## src/rtl/layer_mon_pkg.sv

```systemverilog
// Shared definitions for the layer amplitude monitor.
// Latency: n/a (types and constants only).
// Backpressure: n/a.
// Contents: layer index map, monitor state encoding, scaffold-layer mask.
package layer_mon_pkg;

  localparam int NUM_LAYERS = 5;

  // Index of each cortical layer in every 5-bit flag vector and layer array.
  localparam int LYR_L23 = 0;
  localparam int LYR_L4  = 1;
  localparam int LYR_L5A = 2;
  localparam int LYR_L5B = 3;
  localparam int LYR_L6  = 4;

  // Layers that are expected to stay stable from window to window (L4, L5b).
  localparam logic [NUM_LAYERS-1:0] SCAFFOLD_MASK = 5'b01010;

  typedef enum logic [1:0] {
    IDLE   = 2'd0,
    ACCUM  = 2'd1,
    REPORT = 2'd2
  } mon_state_e;

endpackage

```

## src/rtl/abs_minmax_tracker.sv

```systemverilog
// Saturating |x| with running min/max of |x| over a window; range = max - min.
// Latency: min/max registered on the cycle sample_i is high; range_o is combinational from the registers.
// Backpressure: none; sample_i is a strobe and every strobe is taken.
// Ports: clk, rst (async, active high), clear_i (restart window), sample_i (take x_i),
//        x_i (signed sample), range_o (current max - min),
//        sum_o (sum of |x|, only with LAYER_AMP_MON_MEAN_EN defined).
module abs_minmax_tracker
  import layer_mon_pkg::*;
#(
  parameter int WIDTH = 18
) (
  input  logic                    clk,
  input  logic                    rst,
  input  logic                    clear_i,
  input  logic                    sample_i,
  input  logic signed [WIDTH-1:0] x_i,
  output logic        [WIDTH-1:0] range_o
`ifdef LAYER_AMP_MON_MEAN_EN
  ,
  output logic      [WIDTH+15:0] sum_o
`endif
);

  localparam logic [WIDTH-1:0] POS_MAX = {1'b0, {(WIDTH-1){1'b1}}};
  localparam logic [WIDTH-1:0] NEG_MIN = {1'b1, {(WIDTH-1){1'b0}}};

  logic [WIDTH-1:0] abs_x;
  logic [WIDTH-1:0] min_q, min_d, max_q, max_d;
  logic [WIDTH-1:0] min_base, max_base;

  // The most negative code has no positive twin; clamp it to the largest positive value.
  always_comb begin
    abs_x = $unsigned(x_i);
    if ($unsigned(x_i) == NEG_MIN) begin
      abs_x = POS_MAX;
    end else if (x_i[WIDTH-1]) begin
      abs_x = $unsigned(-x_i);
    end
  end

  // A sample arriving together with clear starts the new window from the clear values.
  assign min_base = clear_i ? POS_MAX : min_q;
  assign max_base = clear_i ? '0 : max_q;

  always_comb begin
    min_d = min_base;
    max_d = max_base;
    if (sample_i) begin
      if (abs_x < min_base) min_d = abs_x;
      if (abs_x > max_base) max_d = abs_x;
    end
  end

  always_ff @(posedge clk or posedge rst) begin
    if (rst) begin
      min_q <= POS_MAX;
      max_q <= '0;
    end else begin
      min_q <= min_d;
      max_q <= max_d;
    end
  end

  assign range_o = max_q - min_q;

`ifdef LAYER_AMP_MON_MEAN_EN
  localparam int SW = WIDTH + 16;
  logic [SW-1:0] sum_q, sum_d;

  always_comb begin
    sum_d = clear_i ? '0 : sum_q;
    if (sample_i) sum_d = sum_d + SW'(abs_x);
  end

  always_ff @(posedge clk or posedge rst) begin
    if (rst) sum_q <= '0;
    else     sum_q <= sum_d;
  end

  assign sum_o = sum_q;
`endif

endmodule

```

## src/rtl/layer_amplitude_monitor.sv

```systemverilog
// Per-layer |x| range monitor with activity and window-to-window stability flags.
// Latency: ranges, flags and window_valid update one cycle after the final sample of a window.
// Backpressure: none; every clk_en strobe is sampled, mon_enable low aborts the current window.
// Ports: clk, rst (async, active high), clk_en (sample strobe), mon_enable,
//        l23_x..l6_x (signed layer states) -> range_l23..range_l6, window_valid,
//        active_flags/stable_flags {l6,l5b,l5a,l4,l23}, baseline_valid, sample_count.
// Optional: LAYER_AMP_MON_MEAN_EN adds mean_l23..mean_l6 (WINDOW must be a power of two).
module layer_amplitude_monitor
  import layer_mon_pkg::*;
#(
  parameter int WIDTH         = 18,
  parameter int FRAC          = 14,
  parameter int WINDOW        = 1024,
  parameter int ACTIVE_THRESH = 1000,
  parameter int TOL_SHIFT     = 2
) (
  input  logic                    clk,
  input  logic                    rst,
  input  logic                    clk_en,
  input  logic                    mon_enable,
  input  logic signed [WIDTH-1:0] l23_x,
  input  logic signed [WIDTH-1:0] l4_x,
  input  logic signed [WIDTH-1:0] l5a_x,
  input  logic signed [WIDTH-1:0] l5b_x,
  input  logic signed [WIDTH-1:0] l6_x,
  output logic        [WIDTH-1:0] range_l23,
  output logic        [WIDTH-1:0] range_l4,
  output logic        [WIDTH-1:0] range_l5a,
  output logic        [WIDTH-1:0] range_l5b,
  output logic        [WIDTH-1:0] range_l6,
  output logic                    window_valid,
  output logic        [4:0]       active_flags,
  output logic        [4:0]       stable_flags,
  output logic                    baseline_valid,
  output logic        [15:0]      sample_count
`ifdef LAYER_AMP_MON_MEAN_EN
  ,
  output logic        [WIDTH-1:0] mean_l23,
  output logic        [WIDTH-1:0] mean_l4,
  output logic        [WIDTH-1:0] mean_l5a,
  output logic        [WIDTH-1:0] mean_l5b,
  output logic        [WIDTH-1:0] mean_l6
`endif
);

  if (WINDOW < 2 || WINDOW > 65535 || FRAC < 0 || FRAC >= WIDTH) begin : g_bad_cfg
    $error("layer_amplitude_monitor: WINDOW must be 2..65535 and FRAC below WIDTH");
  end

  mon_state_e state_q, state_d;
  logic [15:0] count_q, count_d;
  logic        trk_clear, trk_sample, report;

  logic signed [WIDTH-1:0] x_arr     [NUM_LAYERS];
  logic        [WIDTH-1:0] trk_range [NUM_LAYERS];
  logic        [WIDTH-1:0] range_q   [NUM_LAYERS];
  logic        [WIDTH-1:0] base_q    [NUM_LAYERS];
  logic [NUM_LAYERS-1:0]   active_q, active_d, stable_q, stable_d;
  logic                    bvalid_q, wvalid_q;

  assign x_arr[LYR_L23] = l23_x;
  assign x_arr[LYR_L4]  = l4_x;
  assign x_arr[LYR_L5A] = l5a_x;
  assign x_arr[LYR_L5B] = l5b_x;
  assign x_arr[LYR_L6]  = l6_x;

`ifdef LAYER_AMP_MON_MEAN_EN
  if ((WINDOW & (WINDOW - 1)) != 0) begin : g_bad_window
    $error("layer_amplitude_monitor: WINDOW must be a power of two for the mean outputs");
  end
  logic [WIDTH+15:0] trk_sum [NUM_LAYERS];
  logic [WIDTH-1:0]  mean_q  [NUM_LAYERS];
`endif

  for (genvar g = 0; g < NUM_LAYERS; g++) begin : g_trk
    abs_minmax_tracker #(.WIDTH(WIDTH)) u_trk (
      .clk      (clk),
      .rst      (rst),
      .clear_i  (trk_clear),
      .sample_i (trk_sample),
      .x_i      (x_arr[g]),
      .range_o  (trk_range[g])
`ifdef LAYER_AMP_MON_MEAN_EN
      ,
      .sum_o    (trk_sum[g])
`endif
    );
  end

  // Abort has priority over a final sample: a window never completes with mon_enable low.
  always_comb begin
    state_d    = state_q;
    count_d    = count_q;
    trk_clear  = 1'b0;
    trk_sample = 1'b0;
    report     = 1'b0;
    case (state_q)
      IDLE: begin
        trk_clear = 1'b1;
        count_d   = '0;
        if (mon_enable) state_d = ACCUM;
      end
      ACCUM: begin
        if (!mon_enable) begin
          trk_clear = 1'b1;
          count_d   = '0;
          state_d   = IDLE;
        end else if (clk_en) begin
          trk_sample = 1'b1;
          count_d    = count_q + 16'd1;
          if (count_q == 16'(WINDOW - 1)) state_d = REPORT;
        end
      end
      REPORT: begin
        // A strobe here is sample 0 of the next window, merged into the clear.
        report     = 1'b1;
        trk_clear  = 1'b1;
        trk_sample = clk_en && mon_enable;
        count_d    = (clk_en && mon_enable) ? 16'd1 : 16'd0;
        state_d    = mon_enable ? ACCUM : IDLE;
      end
      default: state_d = IDLE;
    endcase
  end

  // Stability uses one extra bit so the difference never wraps; base 0 only matches range 0.
  always_comb begin
    logic [WIDTH:0] diff;
    logic [WIDTH:0] tol;
    active_d = '0;
    stable_d = '0;
    for (int i = 0; i < NUM_LAYERS; i++) begin
      if (trk_range[i] >= base_q[i]) diff = {1'b0, trk_range[i]} - {1'b0, base_q[i]};
      else                           diff = {1'b0, base_q[i]} - {1'b0, trk_range[i]};
      tol         = {1'b0, base_q[i]} >> TOL_SHIFT;
      stable_d[i] = bvalid_q && (diff <= tol);
      active_d[i] = trk_range[i] > WIDTH'(ACTIVE_THRESH);
    end
  end

  always_ff @(posedge clk or posedge rst) begin
    if (rst) begin
      state_q  <= IDLE;
      count_q  <= '0;
      active_q <= '0;
      stable_q <= '0;
      bvalid_q <= 1'b0;
      wvalid_q <= 1'b0;
      for (int i = 0; i < NUM_LAYERS; i++) begin
        range_q[i] <= '0;
        base_q[i]  <= '0;
      end
    end else begin
      state_q  <= state_d;
      count_q  <= count_d;
      wvalid_q <= report;
      if (report) begin
        active_q <= active_d;
        stable_q <= stable_d;
        bvalid_q <= 1'b1;
        for (int i = 0; i < NUM_LAYERS; i++) begin
          range_q[i] <= trk_range[i];
          base_q[i]  <= trk_range[i];
        end
      end
    end
  end

`ifdef LAYER_AMP_MON_MEAN_EN
  always_ff @(posedge clk or posedge rst) begin
    if (rst) begin
      for (int i = 0; i < NUM_LAYERS; i++) mean_q[i] <= '0;
    end else if (report) begin
      for (int i = 0; i < NUM_LAYERS; i++) mean_q[i] <= WIDTH'(trk_sum[i] >> $clog2(WINDOW));
    end
  end

  assign mean_l23 = mean_q[LYR_L23];
  assign mean_l4  = mean_q[LYR_L4];
  assign mean_l5a = mean_q[LYR_L5A];
  assign mean_l5b = mean_q[LYR_L5B];
  assign mean_l6  = mean_q[LYR_L6];
`endif

  assign range_l23      = range_q[LYR_L23];
  assign range_l4       = range_q[LYR_L4];
  assign range_l5a      = range_q[LYR_L5A];
  assign range_l5b      = range_q[LYR_L5B];
  assign range_l6       = range_q[LYR_L6];
  assign window_valid   = wvalid_q;
  assign active_flags   = active_q;
  assign stable_flags   = stable_q;
  assign baseline_valid = bvalid_q;
  assign sample_count   = count_q;

endmodule

```

## config.mk

```make
export PLATFORM = sky130hd
export DESIGN_NAME = layer_amplitude_monitor
export DESIGN_NICKNAME = d
export VERILOG_FILES = /design/src/rtl/layer_mon_pkg.sv /design/src/rtl/abs_minmax_tracker.sv /design/src/rtl/layer_amplitude_monitor.sv
export SDC_FILE = /design/constraint.sdc
export NUM_CORES = 2
export LEC_CHECK = 0
export ABC_CLOCK_PERIOD_IN_PS = 23500
export CAP_MARGIN = 40
export CELL_PAD_IN_SITES_DETAIL_PLACEMENT = 2
export CELL_PAD_IN_SITES_GLOBAL_PLACEMENT = 2
export CORE_MARGIN = 2
export CORE_UTILIZATION = 40
export DETAILED_ROUTE_END_ITERATION = 8
export GPL_TIMING_DRIVEN = 0
export PLACE_DENSITY_LB_ADDON = 0.1
export REMOVE_ABC_BUFFERS = 1
export SYNTH_ARGS = -nofsm -noshare
export SYNTH_HDL_FRONTEND = slang
export SYNTH_SLANG_ARGS = --single-unit
```

## constraint.sdc

```tcl
create_clock -name clk -period 23.5 [get_ports clk]
set_input_delay 3.525 -clock clk [delete_from_list [all_inputs] [get_ports clk]]
set_output_delay 3.525 -clock clk [all_outputs]
set_load 0.05 [all_outputs]
```

==> flow_metrics.py <==
metrics = {
    "run_status": {
        "outcome": "finished clean",
    },
    "logic_synthesis": {
        "yosysMostFrequentCell": "ha_1",
        "synth_top_area_share_pct": 19.9,
        "syn_area_sq_um": 33400,
        "synth.largest_area_cell": "ha_1",
        "ys_types": 92,
        "ys_seq_elements": 300,
        "synth_common_cells": "ha_1, inv_1, nor2_1",
        "synth_edf_count": 0,
        "yosys_most_used_dff": "dfrtp_1",
        "ys_warn_count": 0,
        "avgSynthCellArea_sq_um": 8.10,
        "netlist_instances": 4122,
        "synth_area_leaders": "ha_1, dfrtp_1, dfstp_2",
        "yosysSeqAreaShare_pct": 22.8,
        "synth-async-reset-ratio_pct": 100,
    },
    "clock_network": {
        "htree_num_levels": 2,
        "cts.repair.resized": 0,
        "insertion_delay_ns": 0.60,
        "cts_tree": "built",
        "clockRootBuffer": "clkbuf_16",
        "cts_made_buffers": 45,
        "clock_path_buffers": 3,
        "hold_buffers": 0,
        "cts.sinks": 300,
        "cts.clk_slew.worst_paths_ns": 0.06,
        "postCtsSetupBuffers": 0,
    },
    "cells_and_area": {
        "syn_to_final_growth_pct": 15.7,
        "final.fill_count": 9230,
        "drive_gt1_share_pct": 6.19,
        "final_nets": 4900,
    },
    "floorplan": {
        "ios": 212,
        "die_w_um": 293,
        "die_h_um": 293,
        "dieArea_sq_um": 85800,
        "start_util_pct": 40.6,
        "fp-row-count": 105,
        "coreArea_sq_um": 82400,
    },
    "sta": {
        "final.setup.tns_ns": 0,
        "max_slew.worst_pin.slew_ns": 0.902,
        "rsz0062_at_grt": "false",
        "fin_crit_sh_pct": 35.7,
        "finalSetupViolations": 0,
        "clock_skew_ns": 0.0253,
        "fin_crit_ns": 8.38,
        "fmax_mhz": 119,
        "drv_slew": 0,
        "hold_viol_final": 0,
        "max-slew-margin-rel_pct": 39.3,
    },
    "placement": {
        "numPortBuffers": 211,
        "gp_congestion": 0.855,
        "hpwl_mm": 93.1,
    },
    "global_routing": {
        "grt_max_degree": 85,
        "grt.busiest_layer": "met2",
        "grt_pass1_wl_mm": 194,
        "grt_antenna_before_repair": 12,
        "track_usage_pct": 27.8,
        "use_met1_pct": 35.5,
        "grt_pass1_vias": 34778,
        "grt_overflow_total": 0,
        "grtUsageMet3_pct": 4.03,
        "grt_util_met2_pct": 48.7,
    },
    "critical_path": {
        "r2r_cells": 30,
        "worstPathArrival_ns": 8.91,
        "reg2reg_from": "g_trk[0].u_trk.min_q[0]$_DFF_PP1_",
        "endpoint_kind": "flop",
        "required_ns": 24.03,
        "startpoint": "l6_x[0]",
        "critPathLaunchType": "input pin",
        "critPathCapture": "g_trk[4].u_trk.max_q[11]$_DFF_PP0_",
        "rrSetupSlack_ns": 15.17,
        "worstPathMaxFanout": 11,
        "r2r_end": "stable_flags[0]$_DFFE_PP0P_",
        "path_class": "in -> reg",
    },
    "flow_run": {
        "cap_violations": 0,
    },
    "detailed_routing": {
        "ant_nets": 0,
        "vias": 30951,
        "first_pass_iters": 5,
        "routed_wl_mm": 121,
        "drc": 0,
        "viasPerCell": 5.76,
        "drt_iter0_drc": 1108,
        "wl_per_cell_um": 22.5,
    },
    "worst_hold_path": {
        "hp-class": "reg -> reg",
        "whs_path_depth": 1,
    },
}
final cells by class:
type	instances	area [sq um]	area share, %
Clock buffer	61	1310	3.39
Tap cell	1070	1340	3.46
Antenna cell	4	10.0	0.0259
Multi-Input combinational cell	3225	23600	61.0
Inverter	446	1680	4.35
Sequential cell	300	7610	19.7
Clock inverter	23	409	1.06
Timing Repair Buffer	242	2690	6.97
metrics by stage:
step	cells	utilization [%]	hold WS, ns	area, sq um	setup WS, ns
CTS	5366	46.9	0.509	38600	15.13
finish	5371	46.9	0.505	38600	15.12
floorplan	3971	-	0.513	32700	11.83
detailed placement	5282	44.8	0.491	36900	14.50
global placement	5252	43.9	0.486	36200	6.47
global route	5371	46.9	0.518	38600	14.48
layout by cell type, fill, tap and decap left out, types with 61 or more instances in the layout:
master and instances:
xor2_1 84, o21ai_0 248, nor3_1 82, clkdlybuf4s50_1 211, ha_1 530, nor2b_1 61
a21oi_1 314, nor2_1 343, xnor2_1 123, dfrtp_1 215, mux2i_1 218, inv_1 445
nand3_1 86, nand2_1 326, nand4_1 69, a21o_1 132, dfstp_2 85
worst min-delay path by stage:
stage / startpoint / endpoint / slack [ns]
CTS: baseline_valid$_DFFE_PP0P_ / baseline_valid$_DFFE_PP0P_ / 0.51
global placement: baseline_valid$_DFFE_PP0P_ / baseline_valid$_DFFE_PP0P_ / 0.49
finish: baseline_valid$_DFFE_PP0P_ / baseline_valid$_DFFE_PP0P_ / 0.51
global route: baseline_valid$_DFFE_PP0P_ / baseline_valid$_DFFE_PP0P_ / 0.52
detailed placement: baseline_valid$_DFFE_PP0P_ / baseline_valid$_DFFE_PP0P_ / 0.49
floorplan: g_trk[0].u_trk.min_q[17]$_DFF_PP0_ / g_trk[0].u_trk.min_q[17]$_DFF_PP0_ / 0.51
metal layers:
layer	share of wire, %	routed length (um)
met5	0.085	103
met4	2.8	3430
met2	48	58100
met3	3.5	4220
met1	45	54800
cells by family (layout without fill, tap and decap cells):
group                      after synthesis  in the layout  share of synthesized area (%)
adders and majority gates              546            546                           20.8
DFF                                    300            300                           22.8
and+or+nand+nor                       1191           1191                           17.2
other                                    0              4                              0
AOI/OAI and AO/OA                     1053           1053                           20.0
xor gates and xnor gates               207            207                           5.43
muxes                                  228            228                           6.87
buffers and inverters                  597            772                           6.99
sequential cells by signal, summed over array words and instances, names as in the netlist:
name	cells
baseline_valid	1
stable_flags	5
base_q	90
g_trk.u_trk.max_q	90
g_trk.u_trk.min_q	90
state_q	2
sample_count	16
active_flags	5
window_valid	1
critical path, cell delays in order:
cell,delay (ns)
clkdlybuf4s50_1,0.48
inv_1,0.12
ha_1,0.16
or3b_1,0.39
or4_4,0.48
or4_4,0.53
o31ai_1,0.30
xnor2_1,0.10
a21oi_1,0.27
inv_1,0.12
ha_1,0.38
o21a_1,0.21
o21ai_0,0.35
nor3_1,0.13
nor2_1,0.12
o41ai_1,0.11
o31ai_4,0.67
buf_16,0.24
mux2i_1,0.22
Power is not shown: default switching activity piles up to over one toggle a cycle in this logic, so the estimate is an artifact.
